===== src/rtl/ser_add_pkg.sv =====
// Shared definitions for the bit-serial adder:
// FSM state encoding and the default operand width.
package ser_add_pkg;

    localparam int WIDTH_DEF = 8;

    typedef enum logic [1:0] {
        IDLE = 2'd0,
        RUN  = 2'd1,
        DONE = 2'd2
    } state_e;

endpackage


===== src/rtl/serial_add_ctrl_if.sv =====
// Request/result bundle of the serial adder.
// master drives operands and start; slave returns the registered result.
interface serial_add_ctrl_if
    import ser_add_pkg::*;
#(
    parameter int WIDTH = WIDTH_DEF
);

    logic             start;
    logic [WIDTH-1:0] op_a;
    logic [WIDTH-1:0] op_b;
    logic [WIDTH-1:0] sum;
    logic             cout;
    logic             busy;
    logic             done;

    modport master (
        output start, op_a, op_b,
        input  sum, cout, busy, done
    );

    modport slave (
        input  start, op_a, op_b,
        output sum, cout, busy, done
    );

endinterface


===== src/rtl/half_add_cell.sv =====
// Single-bit half adder; two of these plus an OR
// make the full-add cell of the serial datapath.
module half_add_cell (
    input  logic a,
    input  logic b,
    output logic s,
    output logic c
);

    assign s = a ^ b;
    assign c = a & b;

endmodule


===== src/rtl/serial_add_ctrl.sv =====
// Bit-serial unsigned adder: one bit per cycle, LSB first,
// result and carry published together when the add completes.
module serial_add_ctrl
    import ser_add_pkg::*;
#(
    parameter int WIDTH = WIDTH_DEF
) (
    input  logic            sys_clk,
    input  logic            sys_rst_n,
    serial_add_ctrl_if.slave bus
);

    localparam int CW = (WIDTH > 1) ? $clog2(WIDTH) : 1;
    localparam logic [CW-1:0] CNT_LAST = CW'(WIDTH - 1);

    state_e state_q, state_d;

    logic [WIDTH-1:0] a_q, a_d;
    logic [WIDTH-1:0] b_q, b_d;
    logic [WIDTH-1:0] s_q, s_d;
    logic [WIDTH-1:0] sum_q, sum_d;
    logic [CW-1:0]    cnt_q, cnt_d;
    logic             c_q, c_d;
    logic             cout_q, cout_d;
    logic             busy_q, busy_d;
    logic             done_q, done_d;

    logic ha0_s, ha0_c;
    logic ha1_s, ha1_c;
    logic bit_s, bit_c;
    logic accept, last;

    half_add_cell u_ha0 (
        .a (a_q[0]),
        .b (b_q[0]),
        .s (ha0_s),
        .c (ha0_c)
    );

    half_add_cell u_ha1 (
        .a (ha0_s),
        .b (c_q),
        .s (ha1_s),
        .c (ha1_c)
    );

    assign bit_s  = ha1_s;
    assign bit_c  = ha0_c | ha1_c;
    assign accept = (state_q == IDLE) && bus.start;
    assign last   = (state_q == RUN) && (cnt_q == CNT_LAST);

    always_ff @(posedge sys_clk or negedge sys_rst_n) begin
        if (!sys_rst_n) begin
            state_q <= IDLE;
            a_q     <= '0;
            b_q     <= '0;
            s_q     <= '0;
            sum_q   <= '0;
            cnt_q   <= '0;
            c_q     <= 1'b0;
            cout_q  <= 1'b0;
            busy_q  <= 1'b0;
            done_q  <= 1'b0;
        end else begin
            state_q <= state_d;
            a_q     <= a_d;
            b_q     <= b_d;
            s_q     <= s_d;
            sum_q   <= sum_d;
            cnt_q   <= cnt_d;
            c_q     <= c_d;
            cout_q  <= cout_d;
            busy_q  <= busy_d;
            done_q  <= done_d;
        end
    end

    always_comb begin
        state_d = state_q;
        unique case (state_q)
            IDLE:    if (bus.start) state_d = RUN;
            RUN:     if (last) state_d = DONE;
            DONE:    state_d = IDLE;
            default: state_d = IDLE;
        endcase
    end

    // Counter holds at its last value so it never wraps inside RUN.
    always_comb begin
        a_d    = a_q;
        b_d    = b_q;
        s_d    = s_q;
        sum_d  = sum_q;
        cnt_d  = cnt_q;
        c_d    = c_q;
        cout_d = cout_q;
        if (accept) begin
            a_d   = bus.op_a;
            b_d   = bus.op_b;
            s_d   = '0;
            cnt_d = '0;
            c_d   = 1'b0;
        end else if (state_q == RUN) begin
            a_d = {1'b0, a_q[WIDTH-1:1]};
            b_d = {1'b0, b_q[WIDTH-1:1]};
            s_d = {bit_s, s_q[WIDTH-1:1]};
            c_d = bit_c;
            if (last) begin
                sum_d  = {bit_s, s_q[WIDTH-1:1]};
                cout_d = bit_c;
            end else begin
                cnt_d = cnt_q + 1'b1;
            end
        end
    end

    // Status flags are registered from the next state.
    always_comb begin
        busy_d = (state_d == RUN);
        done_d = (state_d == DONE);
    end

    assign bus.sum  = sum_q;
    assign bus.cout = cout_q;
    assign bus.busy = busy_q;
    assign bus.done = done_q;

endmodule


===== src/flat_wrapper.sv =====
// flat-port wrapper written by rule: the top's interface ports become plain ports
module serial_add_ctrl_flat import ser_add_pkg::*;
#(
    parameter int WIDTH = WIDTH_DEF
)
  (sys_clk, sys_rst_n, bus_start, bus_op_a, bus_op_b, bus_sum, bus_cout, bus_busy, bus_done);
  serial_add_ctrl_if #(.WIDTH(WIDTH)) bus_i ();
  input  logic sys_clk;
  input  logic sys_rst_n;
  input wire logic [$bits(bus_i.start)-1:0] bus_start;
  input wire logic [$bits(bus_i.op_a)-1:0] bus_op_a;
  input wire logic [$bits(bus_i.op_b)-1:0] bus_op_b;
  output wire logic [$bits(bus_i.sum)-1:0] bus_sum;
  output wire logic [$bits(bus_i.cout)-1:0] bus_cout;
  output wire logic [$bits(bus_i.busy)-1:0] bus_busy;
  output wire logic [$bits(bus_i.done)-1:0] bus_done;
  assign bus_i.start = bus_start;
  assign bus_i.op_a = bus_op_a;
  assign bus_i.op_b = bus_op_b;
  assign bus_sum = bus_i.sum;
  assign bus_cout = bus_i.cout;
  assign bus_busy = bus_i.busy;
  assign bus_done = bus_i.done;
  serial_add_ctrl #(.WIDTH(WIDTH)) u_core (.sys_clk(sys_clk), .sys_rst_n(sys_rst_n), .bus(bus_i));
endmodule

===== config.mk =====
export PLATFORM = sky130hd
export DESIGN_NAME = serial_add_ctrl_flat
export DESIGN_NICKNAME = d
export VERILOG_FILES = /design/src/rtl/ser_add_pkg.sv /design/src/rtl/serial_add_ctrl_if.sv /design/src/rtl/half_add_cell.sv /design/src/rtl/serial_add_ctrl.sv /design/src/flat_wrapper.sv
export SDC_FILE = /design/constraint.sdc
export NUM_CORES = 1
export LEC_CHECK = 0
export ABC_AREA = 1
export CORE_MARGIN = 3
export CORE_UTILIZATION = 30
export DETAILED_ROUTE_END_ITERATION = 7
export PLACE_DENSITY_LB_ADDON = 0.05
export SLEW_MARGIN = 20
export SYNTH_ARGS = -nofsm -noshare
export SYNTH_HDL_FRONTEND = slang
export SYNTH_SLANG_ARGS = --single-unit

===== constraint.sdc =====
create_clock -name sys_clk -period 1.8 [get_ports sys_clk]
set_clock_uncertainty 0.2 [all_clocks]
set_input_delay 0.36 -clock sys_clk [delete_from_list [all_inputs] [get_ports sys_clk]]
set_output_delay 0.36 -clock sys_clk [all_outputs]
set_load 0.03 [all_outputs]

Word level (Yosys, flattened, before mapping)
Index checks and enable logic that the tools add are counted.
Word-level totals
  register bits after elaboration: 41
  input port bits: 19
  output and inout port bits: 11
Cells by class
  add/sub/neg operators: 1
  equal/unequal tests: 5
  muxes and demuxes: 14
  bitwise logic cells: 6
  reductions and logical operators: 6
Operators by type and width (count)
  2-to-1 mux 8 bit: 6
  2-to-1 mux 3 bit: 3
  == test 2 x 1 -> 1 bit, second input constant: 2
  2-to-1 mux 2 bit: 2
  one-hot mux 2 bit (2 select lines): 1
  adder 3 x 1 -> 3 bit, second input constant: 1
  == test 3 bit, second input constant: 1
  AND reduction 3 bit: 1
  AND 1 bit: 2
  == test 2 bit, second input constant: 1
  logical AND 1 bit: 2
  zero test 2 bit: 1
  2-to-1 mux 1 bit: 2
  inequality test 2 x 1 -> 1 bit, second input constant: 1
  AND reduction 2 bit: 1
  nonzero test 2 bit: 1
  XOR 1 bit: 2
  NOT 1 bit: 1
  OR 1 bit: 1

Logic depth before layout (Yosys ltp)
Gate-level depths: netlist of the first run.
  depth in word-level cells: 5
  mapped depth: 6

Hierarchy
From an unflattened synthesis of the first run, not the netlist that was laid out.
Unflattened totals
  cell total of the unflattened synthesis: 191
  area, all modules: 1701.6 µm²
By module, submodules not included
  serial_add_ctrl: times used 1, cells an instance 189, area an instance 1676.6 µm²
  half_add_cell: times used 2, cells an instance 1, area an instance 12.5 µm²

Worst setup path after synthesis of the first run
No wires, ideal clock.
  kind: reg2reg
  from: reg u_core.cnt_q[0]
  to: reg u_core.cnt_q[0]
  setup time: 118 ps
  arrival: 1167 ps
  setup slack: 315 ps
  cell stages (with the launch flop): 7
  buffers on the path: 0
  cell sequence: dfrtp_1 > ha_1 > ha_1 > inv_1 > nand3_1 > nand3_1 > nand2_1
Between the ends
  longest elaborated chain between the ends: 4
  elaborated cells between the ends (all ways): 8
  classes of those cells: add/sub: 1; eq/ne: 2; mux: 3; reduce/logical: 2
RTL lines
  start, declared: RTL line serial_add_ctrl.sv:22  | logic [CW-1:0] cnt_q, cnt_d;
  start signal, assigned: RTL line serial_add_ctrl.sv:70  | cnt_q <= cnt_d;
  adder 3 x 1 -> 3 bit or == test 3 bit (tied branches): RTL line serial_add_ctrl.sv:112, serial_add_ctrl.sv:50
  2-to-1 mux 3 bit or logical AND 1 bit (tied branches): RTL line serial_add_ctrl.sv:108, serial_add_ctrl.sv:50
  2-to-1 mux 3 bit or inequality test 2 x 1 -> 1 bit (tied branches)
  2-to-1 mux 3 bit or AND reduction 2 bit (tied branches)
Several ways; a longest one is shown, not always the timed one. The select of a mux whose other input is x is not followed.
A chain may end at the register's enable or synchronous reset.

Worst setup path after layout of the first run
  from: reg u_core.cnt_q[0]
  to: reg u_core.cnt_q[2]
The elaborated chain is that of the path after synthesis.

==> metrics.md, run 1 <==
| Metric | Value |
|---|---|
| Max Freq | 596 MHz |
| Largest family of logic cells by synthesized area | simple AND/OR/NAND/NOR gates |
| Die W | 81.1 um |
| Via count of the first global-routing pass | 1,354 |
| CP Data Arrival Time | 1.66 ns |
| P&R area growth vs syn | 29.7% |
| Simple-gate portion of the synthesized area | around a third |
| Final global-route overflow total | 0 |
| Num ports | 30 |
| Chip height | 81.1 um |
| Clock transition at path regs | 0.07 ns |
| Final Critical Period | 1.68 ns |
| First-pass GRT wire length | 6460 um |
| Post-route non-filler standard cell count | 294 |
| DRT antenna net count | 0 |
| Register area share after synthesis | 59.2% |
| NumNets Final | 245 |
| Status | finished clean |
| Syn Std Cell Area | 1690 um^2 |
| Worst setup path class | flip-flop to flip-flop |
| Req. time, crit path | roughly 1.8 ns |
| Mapped Cells | 189 |
| Diode count | 0 |
| Post-synthesis mux area share | 0% |
| Hold Crit Class | flip-flop to flip-flop |
| Final Instance Area | 2190 um^2 |
| Vias per Instance | 4.73 |
| R2R Setup Slk | around 0.12 ns |
| Post-CTS Setup Bufs | 0 |
| Least-Margin Pin Slew | 0.372 ns |
| Max-cap viol count | 0 |
| Synth Area in Adders | 2.66% |
| CP peak stage delay | 0.40 ns |
| CP max-delay cell | dfrtp_1 |
| Placed Instances | 285 |
| Routed wire length per instance | 12.4 um |
| # fillers | around 530 |
| Pin count of the biggest net entering global routing | 27 |
| Worst VDD drop | approximately 0.47 mV |
| Seq cells post-synth | 40 |
| Power Density | 1580 nW/um^2 |
| Synth top area cells | dfrtp_1 (59%), nand3_1 (17%), nand2_1 (15%) |
| DP Area | between 2000 and 2500 um^2 |
| Initial antenna violation count | 0 |
| Total GRT Usage | 12.7% |
| Tcrit/Tclk final | 93.2% |
| Crit path capture type | flip-flop |
| Fin. max-slew vios | 0 |
| Crit path cell chain | ha_1 -> ha_1 -> inv_1 -> nand3_1 -> nand3_1 -> nand2_1 |
| Row count | 26 |
| Buffers on Ports | 29 |
| CP Launch Type | flip-flop |
| Final TNS setup | 0 ns |
| Detailed-route DRC error count | 0 |
| DR vias | 1,390 |
| Initial drt markers | 71 |
| Pwr Total | 3.46 mW |
| DP Wirelength | roughly 2500 um |
| Mean area per synthesized cell | a little under 9 um^2 |
| Worst-Skew Late Latency | 0.29 ns |
| Largest area contributor in the netlist | dfrtp_1 |
| Top cell type's share of synthesized area | ~60% |
| Clock root buffer master | clkbuf_8 |
| Bufs on Longest Clock Path | 2 |
| Hold Vio Cnt, Final | 0 |
| Wirelength, routed | 3640 um |
| Distinct cells, synth | 15 |
| Gpl congestion | 0.703 |
| H-tree Lvls | 2 |
| Share of cells above drive strength 1 | ~8.5% |
| P_leak | 1.12 nW |
| Xor and xnor fraction of the mapped netlist area | 0% |
| Initial Utilization | 32.1% |
| Final setup fails | 0 |
| RSZ-0062 raised after global routing | no |
| Mapped Nets | 211 |
| DRT Pass-1 Iters | 5 |
| CP Max Fanout | 6 |
| Critical path's top delay family | flip-flops |
| Yosys Warn Count | 0 |
| CTS Buf Count | 5 |
| CTS tree | done |
| Bufs and invs on worst path | 1 |
| Die ar. | 6570 um^2 |
| Slew headroom | 75.2% |
| Core area | 5270 um^2 |
| Synth Area in Compound Gates | 0% |
| Clock sinks | 40 |
[area by class of cell]
cell class | instances | area, um^2 | area share, %
repair buffers | 36 | 364 | 16.6
flip-flops and latches | 40 | 1000 | 45.7
well taps | 70 | 87.6 | 4.00
multi-input cells | 135 | 628 | 28.7
inverters | 5 | 18.8 | 0.856
clock inverters | 2 | 10.0 | 0.457
clock buffers | 6 | 82.6 | 3.77
[flip-flops by register name, indices dropped and copies added (netlist names), 2 cells and up]
signal,cells
u_core.state_q,2
u_core.b_q,8
u_core.a_q,8
u_core.bus.sum,8
u_core.s_q,7
u_core.cnt_q,3
[kinds of logic (layout without fill, tap and decap cells)]
| kind of cell | after synthesis | in the layout |
|---|---|---|
| and+or+nand+nor | 132 | 132 |
| DFF | 40 | 40 |
| buffers and inverters | 14 | 49 |
| adders and majority gates | 3 | 3 |
[metrics by stage]
stage | hold slack (ns) | utilization (%) | worst slack (ns)
2_1_floorplan | -0.136 | - | 0.315
3_3_place_gp | 0.0908 | 39.8 | 0.124
3_5_place_dp | 0.100 | 39.8 | 0.116
4_1_cts | 0.275 | 41.5 | 0.125
5_1_grt | 0.288 | 41.6 | 0.0122
6_report | 0.267 | 41.6 | 0.122
[cell usage after synthesis]
cell type	n
clkbuf_2	1
buf_4	2
nand2_2	1
clkbuf_1	2
nor2_2	1
inv_2	2
nand2_1	69
nand3_1	56
dfrtp_1	40
nor2_1	2
fa_1	1
buf_2	4
inv_1	3
ha_1	2
nand4_1	3
[worst min-delay path, delay by kind of cell (launching register included)]
family / cells / cell delay [ns]
flops: 1 / 0.34
simple gates: 2 / 0.09
[cell usage in the layout, fill, tap and decap left out]
cell and n:
buf_12 3, buf_2 1, buf_4 3, clkbuf_8 6, clkdlybuf4s50_1 17, clkinv_2 2
dfrtp_1 40, dlygate4sd2_1 11, dlygate4sd3_1 1, fa_1 1, ha_1 2, inv_1 3
inv_2 2, nand2_1 69, nand2_2 1, nand3_1 56, nand4_1 3, nor2_1 2
nor2_4 1
[layer usage]
| metal | routed length (um) | vias to the layer above | GRT usage, % |
|---|---|---|---|
| li1 | - | 692 | - |
| met1 | 1800 | 666 | 17.1 |
| met2 | 1630 | 27 | 19.0 |
| met3 | 153 | 5 | 3.99 |
| met4 | 53 | 0 | 4.90 |
| met5 | 0 | - | 0 |
[worst paths after layout]
kind / startpoint / end / cells past startpoint
min in group asynchronous: sys_rst_n / u_core.cnt_q[0] / 2
setup / recovery: u_core.cnt_q[0] / u_core.cnt_q[2] / 6
hold reg to reg: u_core.bus.sum[1] / u_core.bus.sum[1] / 2
setup reg to reg: u_core.cnt_q[0] / u_core.cnt_q[2] / 6
max in group asynchronous: sys_rst_n / u_core.b_q[5] / 3
hold / removal: u_core.bus.sum[1] / u_core.bus.sum[1] / 2
[timing repair]
action / 4_1_cts / 5_1_grt
hold buffers: 1 / 0
endpoints found under the hold margin: 14 / 0
pin swaps: 0 / 0
endpoints found under the setup margin: 11 / 4
resized for setup: 11 / 1
[power breakdown]
group	internal, mW	switching, mW	total [mW]
sequential	1.27	0.220	1.49
combinational	0.496	0.872	1.37
clock	0.306	0.301	0.607
(Power assumes the default switching activity.)
==> run 2, diff against run 1 <==
Settings changed: CORE_UTILIZATION 30 to 40, PLACE_DENSITY_LB_ADDON 0.05 to default.
==> run 2 against run 1 <==
Flip-flop and latch count unchanged. Maximum frequency increased by 0.11%. Critical path depth unchanged. First-iteration DRC count is 2.8% higher. Worst hold slack better by 0.0038 ns. Register-to-register slack about the same. Total power is essentially flat. Largest power group unchanged. Highest routed layer unchanged.
==> metrics.md, run 2 (same netlist as run 1, synthesis figures left out) <==
| Metric | Value |
|---|---|
| Status | finished clean (unchanged) |
| Worst-Skew Late Latency | 0.29 ns (about the same) |
| Max Freq | 597 MHz (was 596 MHz) |
| Worst setup path class | flip-flop to flip-flop (unchanged) |
| Post-CTS Setup Bufs | 0 (unchanged) |
| Reg2reg path depth | 6 (unchanged) |
| Die W | 71.0 um (was 81.1 um) |
| Routed wire length per instance | 12.6 um (was 12.4 um) |
| Gpl congestion | 0.745 (was 0.703) |
| Initial antenna violation count | 0 (unchanged) |
| Core area | 4030 um^2 (was 5270 um^2) |
| Share of cells above drive strength 1 | 8.48% (unchanged) |
| Tcrit/Tclk final | 93.1% (was 93.2%) |
| Total GRT Usage | 14.6% (was 12.7%) |
| Final Instance Area | 2150 um^2 (was 2190 um^2) |
| DRT antenna net count | 0 (unchanged) |
| DRT Pass-1 Iters | 4 (was 5) |
| Initial Utilization | 42.0% (was 32.1%) |
| Min-Delay Path Depth | 2 (unchanged) |
| R2R Path End | u_core.cnt_q[1] (was u_core.cnt_q[2]) |
| R2R Setup Slk | 0.12 ns (about the same) |
| Worst VDD drop | 0.626 mV (was 0.473 mV) |
| Fin. max-slew vios | 0 (unchanged) |
| Power Density | 1610 nW/um^2 (was 1580 nW/um^2) |
| Leading cell type in the layout, fill and taps excluded | nand2_1 (unchanged) |
| Hold Vio Cnt, Final | 0 (unchanged) |
| Reg area | 1000 um^2 (unchanged) |
| Row count | 23 (was 26) |
| DR vias | 1,362 (was 1,390) |
| CP Data Arrival Time | 1.65 ns (was 1.66 ns) |
| First-pass GRT wire length | 5800 um (was 6460 um) |
| Detailed-route DRC error count | 0 (unchanged) |
| Clock sinks | 40 (unchanged) |
| Final setup fails | 0 (unchanged) |
| Max-cap viol count | 0 (unchanged) |
| Reg-to-Reg Start | u_core.cnt_q[0] (unchanged) |
| Chip height | 71.0 um (was 81.1 um) |
| Most frequent cells in the layout | nand2_1 (69), nand3_1 (56), dfrtp_1 (40), clkdlybuf4s50_1 (17), dlygate4sd2_1 (11) (unchanged) |
| Slew headroom | 67.0% (was 75.2%) |
| CP Launch Type | flip-flop (unchanged) |
| Final Critical Period | 1.68 ns (about the same) |
| Final core area utilization | 53.4% (was 41.6%) |
| Final TNS setup | 0 ns (unchanged) |
| P_leak | 1.11 nW (was 1.12 nW) |
| P&R area growth vs syn | 27.2% (was 29.7%) |
| Initial drt markers | 73 (was 71) |
| Final global-route overflow total | 0 (unchanged) |
| Bufs on Longest Clock Path | 2 (unchanged) |
| Hold path startpoint | u_core.bus.cout (was u_core.bus.sum[1]) |
| Pin count of the biggest net entering global routing | 41 (was 27) |
| CTS tree | done (unchanged) |
| NumNets Final | 245 (unchanged) |
| Footprint of the multi-input gates | 623 um^2 (was 628 um^2) |
| CTS Buf Count | 5 (unchanged) |
| Diode count | 0 (unchanged) |
| Clock transition at path regs | 0.07 ns (about the same) |
| Vias per Instance | 4.97 (was 4.73) |
| CP Max Fanout | 6 (unchanged) |
| DP Wirelength | 2400 um (was 2510 um) |
| Num ports | 30 (unchanged) |
| Crit path capture type | flip-flop (unchanged) |
| RSZ-0062 raised after global routing | no (unchanged) |
| Wirelength, routed | 3460 um (was 3640 um) |
| Hold Crit Endpoint | u_core.bus.cout (was u_core.bus.sum[1]) |
| H-tree Lvls | 2 (unchanged) |
| Buffers on Ports | 29 (unchanged) |
| Clock root buffer master | clkbuf_8 (unchanged) |
| # fillers | 383 (was 532) |
| Hold Crit Class | flip-flop to flip-flop (unchanged) |
| Least-Margin Pin Slew | 0.494 ns (was 0.372 ns) |
| Via count of the first global-routing pass | 1,268 (was 1,354) |
| Die ar. | 5040 um^2 (was 6570 um^2) |
| Req. time, crit path | 1.78 ns (about the same) |
| DP Area | 2060 um^2 (was 2100 um^2) |
==> run 2: cell counts in the layout (fill, tap and decap cells not counted) <==
No cell type changed its count.
==> run 2: worst max-delay path by stage <==
stage	start	endpoint	slack [ns]	depth (start not counted)
final	u_core.cnt_q[0]	u_core.cnt_q[1]	0.12	6
after global routing	u_core.cnt_q[0]	u_core.cnt_q[1]	0.03	6
after CTS	u_core.cnt_q[0]	u_core.cnt_q[1]	0.12	6
after detailed placement	bus_start	u_core.cnt_q[1]	0.09	5
after global placement	bus_start	u_core.cnt_q[1]	0.14	5
after floorplan	u_core.cnt_q[0]	u_core.cnt_q[0]	0.32	6
==> run 2: power by group <==
group,internal [mW],switching [mW],total [mW]
combinational,0.496,0.873,1.37
clock,0.306,0.295,0.601
sequential,1.27,0.224,1.49
total,2.07,1.39,3.46
==> run 2: worst max-delay path, stage by stage (launching register included) <==
cell	delay, ns
dfrtp_1	0.41
ha_1	0.21
ha_1	0.20
inv_1	0.16
nand3_1	0.21
nand3_1	0.13
nand2_1	0.06
==> run 2: layout make-up <==
type                            count  share of cell area [%]
Clock inverter                      2                   0.466
Sequential cell                    40                    46.6
Timing Repair Buffer               36                    16.4
Tap cell                           50                    2.91
Inverter                            5                   0.873
Multi-Input combinational cell    135                    29.0
Clock buffer                        6                    3.84
==> run 2: repair_timing <==
item,in CTS,in global routing
gates resized for setup,11,0
hold buffers,1,0
setup endpoints to repair,11,0
hold endpoints to repair,40,0
==> run 2: layer usage <==
layer / track usage, % / wire, um
met1: 18.3 / 1580
met2: 23.9 / 1640
met3: 4.69 / 183
met4: 5.01 / 52
met5: 0 / 0
==> run 2: per-stage QoR <==
| stage | instances | setup slack (ns) | hold WS [ns] | total power [mW] |
|---|---|---|---|---|
| after floorplan | 189 | 0.315 | -0.136 | 2.44 |
| after global placement | 265 | 0.139 | 0.242 | 2.90 |
| after detailed placement | 265 | 0.0879 | 0.255 | 2.97 |
| after CTS | 274 | 0.124 | 0.278 | 3.51 |
| after global routing | 274 | 0.0311 | 0.290 | 3.74 |
| final | 274 | 0.124 | 0.271 | 3.46 |
==> edit 1, RTL diff (flow settings as in run 2) <==
Set the package constant `WIDTH_DEF` to 32 (it was 8).
--- a/src/rtl/ser_add_pkg.sv
+++ b/src/rtl/ser_add_pkg.sv
@@ -2,7 +2,7 @@
 // FSM state encoding and the default operand width.
 package ser_add_pkg;
 
-    localparam int WIDTH_DEF = 8;
+    localparam int WIDTH_DEF = 32;
 
     typedef enum logic [1:0] {
         IDLE = 2'd0,
Ports: changed (resized bus_op_a, bus_op_b and bus_sum); port bits go from 30 to 102. No check against the original RTL was run, so the function may have changed too.
==> edit 1 against run 2 <==
Clock power grew to 5.7 times the old value; largest power group unchanged; highest routed layer unchanged; largest cell class unchanged; worst setup slack lost 81 ps; wire length grew to 4.0 times the old value; synthesized area grew to 3.3 times the old value; sequential power grew to 3.2 times the old value; power grew to 3.4 times the old value; sequential cell count grew 98; cell count grew to 3.3 times the old value; final area grew to 3.6 times the old value; combinational power grew to 2.6 times the old value.
==> edit 1: results <==
export IMPL_status="finished clean"
export IMPL_vias_per_cell=5.133
export IMPL_finalHoldViolations=0
export IMPL_drive_gt1_share_pct=10.56
export IMPL_cp_max_fo=8
export IMPL_placed_cell_area_um2=6922
export IMPL_cp_top_family="adder cells"
export IMPL_cts_clk_slew_worst_paths_ps=60
export IMPL_grt_pass1_wl_um=21070
export IMPL_clk_insertion_delay_late_ps=410
export IMPL_arrival_ps=1850
export IMPL_synth_cell_types=21
export IMPL_cp_end_kind="flop"
export IMPL_cts_path_max_buffers=2
export IMPL_drt_iter0_drc=343
export IMPL_max_vdd_ir_drop_mv=0.7825
export IMPL_drt_pre_antenna_iters=6
export IMPL_synth_common_cells="175 x nand2_1, 138 x dfrtp_1, 123 x nand3_1"
export IMPL_portBuffers=101
export IMPL_root_buffer="clkbuf_16"
export IMPL_p_sw_uw=3991
export IMPL_nFillCells=1238
export IMPL_synth_area_leaders="dfrtp_1 62%, nand2_1 12%, nand3_1 11%"
export IMPL_grt_pass1_vias=4377
export IMPL_gp_congestion=0.8115
export IMPL_worst_pin_slew_ps=387.1
export IMPL_async_reset_ff_share_pct=100.0
export IMPL_cts_htree_levels=4
export IMPL_slowest_stage="dfrtp_1"
export IMPL_hold_class="in -> async"
export IMPL_post_drt_wl_per_cell_um=15.23
export IMPL_hpwl_um=8559
export IMPL_max_stage_delay_ps=380
export IMPL_grt_max_degree=60
export IMPL_seq_area_frac_synth_pct=61.93
export IMPL_numCtsBuffers=17
export IMPL_synth_nets=672
export IMPL_power_leakage_uw=0.003737
export IMPL_groute_usage_overall_pct=17.55
export IMPL_fin_nets=788
[edit 1: cell types whose count changed after synthesis, sizes merged]
cell	before	now
o211ai	0	4
buf	6	27
o22ai	0	31
inv	5	44
dfrtp	40	138
nand2	70	177
nor2	3	5
nand4	3	1
nand3	56	123
clkbuf	3	12
o21ai	0	36
xor2	0	1
[edit 1: routing by layer]
metal  global-route usage [%]  vias up  wire (um)
li1                         -     2220          -
met1                    23.12     2275       5968
met2                    28.07      142       6914
met3                    4.859        8        792
met4                    5.955        0        106
met5                        0        -          0
[edit 1: timing repair]
item	in CTS	in global routing
hold buffers	1	0
pin swaps	0	3
setup endpoints to repair	68	37
endpoints found under the hold margin	64	0
buffers inserted	0	3
gates resized for setup	40	7
cloned	1	6
[edit 1: cell families (layout without fill, tap and decap cells)]
kind of cell    count (synthesis)  count (layout)  share of synthesized area, %
simple gates                  306             307                         23.63
xor+xnor                        1               1                        0.1571
buf+inv                        83             209                         6.237
flops                         138             138                         61.93
compound gates                 71              71                         7.247
fa+ha+maj                       3               3                        0.8077
[edit 1: final timing paths]
path / to / slack [ps] / from / depth (start not counted)
max in group asynchronous: u_core.a_q[24]$_DFFE_PN0P_ / 620 / sys_rst_n / 3
worst min register to register: u_core.bus.sum[10]$_DFFE_PN0P_ / 280 / u_core.bus.sum[10]$_DFFE_PN0P_ / 2
worst min-delay path: u_core.bus.sum[24]$_DFFE_PN0P_ / 240 / sys_rst_n / 2
worst max-delay path: u_core.bus.sum[13]$_DFFE_PN0P_ / 40 / u_core.cnt_q[1]$_DFFE_PN0P_ / 8
min in group sys_clk: u_core.bus.sum[10]$_DFFE_PN0P_ / 280 / u_core.bus.sum[10]$_DFFE_PN0P_ / 2
worst max register to register: u_core.bus.sum[13]$_DFFE_PN0P_ / 40 / u_core.cnt_q[1]$_DFFE_PN0P_ / 8
[edit 1: metrics by stage]
step                      instances  setup slack (ps)  hold slack, ps  util [%]  TNS [ps]
after floorplan                 602             18.02          -135.6         -         0
after global placement          864            -57.27           96.31     51.45     -1076
after detailed placement        864            -96.01           96.37     51.45     -2359
after CTS                       896             3.902           230.3     55.85         0
after global routing            905             1.472           260.5     57.16         0
final                           905             42.67           238.8     57.16         0
[edit 1: cell type report]
cell class | count | share of cell area (%)
well taps | 176 | 2.864
repair buffers | 135 | 18.47
multi-input cells | 382 | 23.97
inverters | 44 | 2.148
flip-flops and latches | 138 | 44.91
clock buffers | 23 | 6.476
clock inverters | 7 | 1.171
[edit 1: power groups by stage]
| stage | sequential [uW] | clock [uW] | combinational (uW) |
|---|---|---|---|
| global placement | 4800 | 0 | 3560 |
| finish | 4800 | 3430 | 3630 |
| CTS | 4790 | 3500 | 3510 |
| floorplan | 5270 | 0 | 1780 |
| detailed placement | 4830 | 0 | 3670 |
| global route | 4920 | 3650 | 4020 |
==> edit 2, RTL diff (flow settings as in run 2) <==
Without the edit above. Make the reset (`sys_rst_n`) synchronous in one clocked block.
--- a/src/rtl/serial_add_ctrl.sv
+++ b/src/rtl/serial_add_ctrl.sv
@@ -49,7 +49,7 @@
     assign accept = (state_q == IDLE) && bus.start;
     assign last   = (state_q == RUN) && (cnt_q == CNT_LAST);
 
-    always_ff @(posedge sys_clk or negedge sys_rst_n) begin
+    always_ff @(posedge sys_clk) begin
         if (!sys_rst_n) begin
             state_q <= IDLE;
             a_q     <= '0;
Check against the original RTL: differs if sys_rst_n is asserted again (counterexample within 4 cycles, from zero or initial values and one cycle with sys_rst_n low); with sys_rst_n held inactive, the same outputs for 10 cycles.
==> edit 2 against run 2 <==
Worst setup slack gained 97 ps; sequential cell count is the same; wire length grew 2.5%; critical path depth shrank 5; synthesized area grew 2.7%; final area grew 4.8%; utilization grew 1.8 points; synthesized cell count grew 27%; non-clock buffer count grew 8; critical path type is now reg -> out; critical endpoint is now bus_sum[1].
Power is not compared: it rests on default switching activity, and its combinational part moved more than twofold at a synthesized area within 25%.
==> edit 2: results <==
export IMPL_status="finished clean"
export IMPL_gp_congestion=0.7671
export IMPL_num_vias=1520
export IMPL_drt_iter0_drc=112
export IMPL_clk_share_pct=5.719
export IMPL_seq_area_frac_synth_pct=46.11
export IMPL_stdcell_count=329
export IMPL_seq_area_um2=800.8
export IMPL_signal_buffers=44
export IMPL_grt_max_degree=19
export IMPL_r2r_start="u_core.cnt_q[0]$_SDFFE_PP0P_"
export IMPL_cp_top_family="buffers and inverters"
export IMPL_drive_gt1_share_pct=10.75
export IMPL_groute_usage_overall_pct=15.17
export IMPL_finalHoldWorstSlack_ps=263.7
export IMPL_synth_nets=262
export IMPL_met2_usage_pct=21.43
export IMPL_dr_wl_met3_um=152
export IMPL_r2r_end="u_core.bus.sum[5]$_SDFFE_PN0P_"
export IMPL_grt_pass1_wl_um=6134
export IMPL_place_ws_ps=17.21
export IMPL_synth_flop_cell="dfxtp_1"
export IMPL_wl_met1_um=1927
export IMPL_arrival_ps=1020
export IMPL_cp_max_fo=2
export IMPL_dp_cells=322
export IMPL_use_met3_pct=5.540
export IMPL_slew_headroom_pct=79.69
export IMPL_nClkBuffers=5
export IMPL_async_reset_ff_share_pct=0
export IMPL_synth_cell_types=18
export IMPL_critical_path_startpoint="u_core.bus.sum[1]$_SDFFE_PN0P_"
export IMPL_postSynthAreaPerCell_um2=7.236
export IMPL_yosysWarnings=0
export IMPL_synth_common_cells="87 x nand2_1, 40 x dfxtp_1, 34 x nand3_1"
export IMPL_finalPower_uw=2031
export IMPL_holdPathEnd="u_core.cnt_q[1]$_SDFFE_PP0P_"
export IMPL_multi_input_area_share_pct=34.31
export IMPL_r2r_cells=8
export IMPL_use_met1_pct=21.39
export IMPL_bufAreaShareNonClock_pct=17.82
export IMPL_num_multi_input_gates=165
export IMPL_endpoint="bus_sum[1]"
export IMPL_fin_nets=301
export IMPL_nFillCells=402
export IMPL_hpwl_um=2467
export IMPL_n_all_inverters=23
==> edit 2: cell count changes after synthesis, moves of 2 or more <==
| cell | before | now |
|---|---|---|
| nor2_1 | 2 | 8 |
| nand4_1 | 3 | 0 |
| buf_6 | 0 | 2 |
| nor2_4 | 0 | 2 |
| inv_1 | 3 | 19 |
| dfrtp_1 | 40 | 0 |
| nand2_4 | 0 | 2 |
| nand2_1 | 69 | 87 |
| buf_2 | 4 | 7 |
| a21oi_1 | 0 | 27 |
| nand3_1 | 56 | 34 |
| dfxtp_1 | 0 | 40 |
==> edit 2: cells by family (layout without fill, tap and decap cells) <==
group / after synthesis / count (layout) / share of synthesized area (%)
AND/OR/NAND/NOR: 133 / 133 / 32.92
flip-flops: 40 / 40 / 46.11
buffers and inverters: 35 / 74 / 9.365
AO/OA/AOI/OAI: 29 / 29 / 9.006
adder cells (fa/ha/maj): 3 / 3 / 2.593
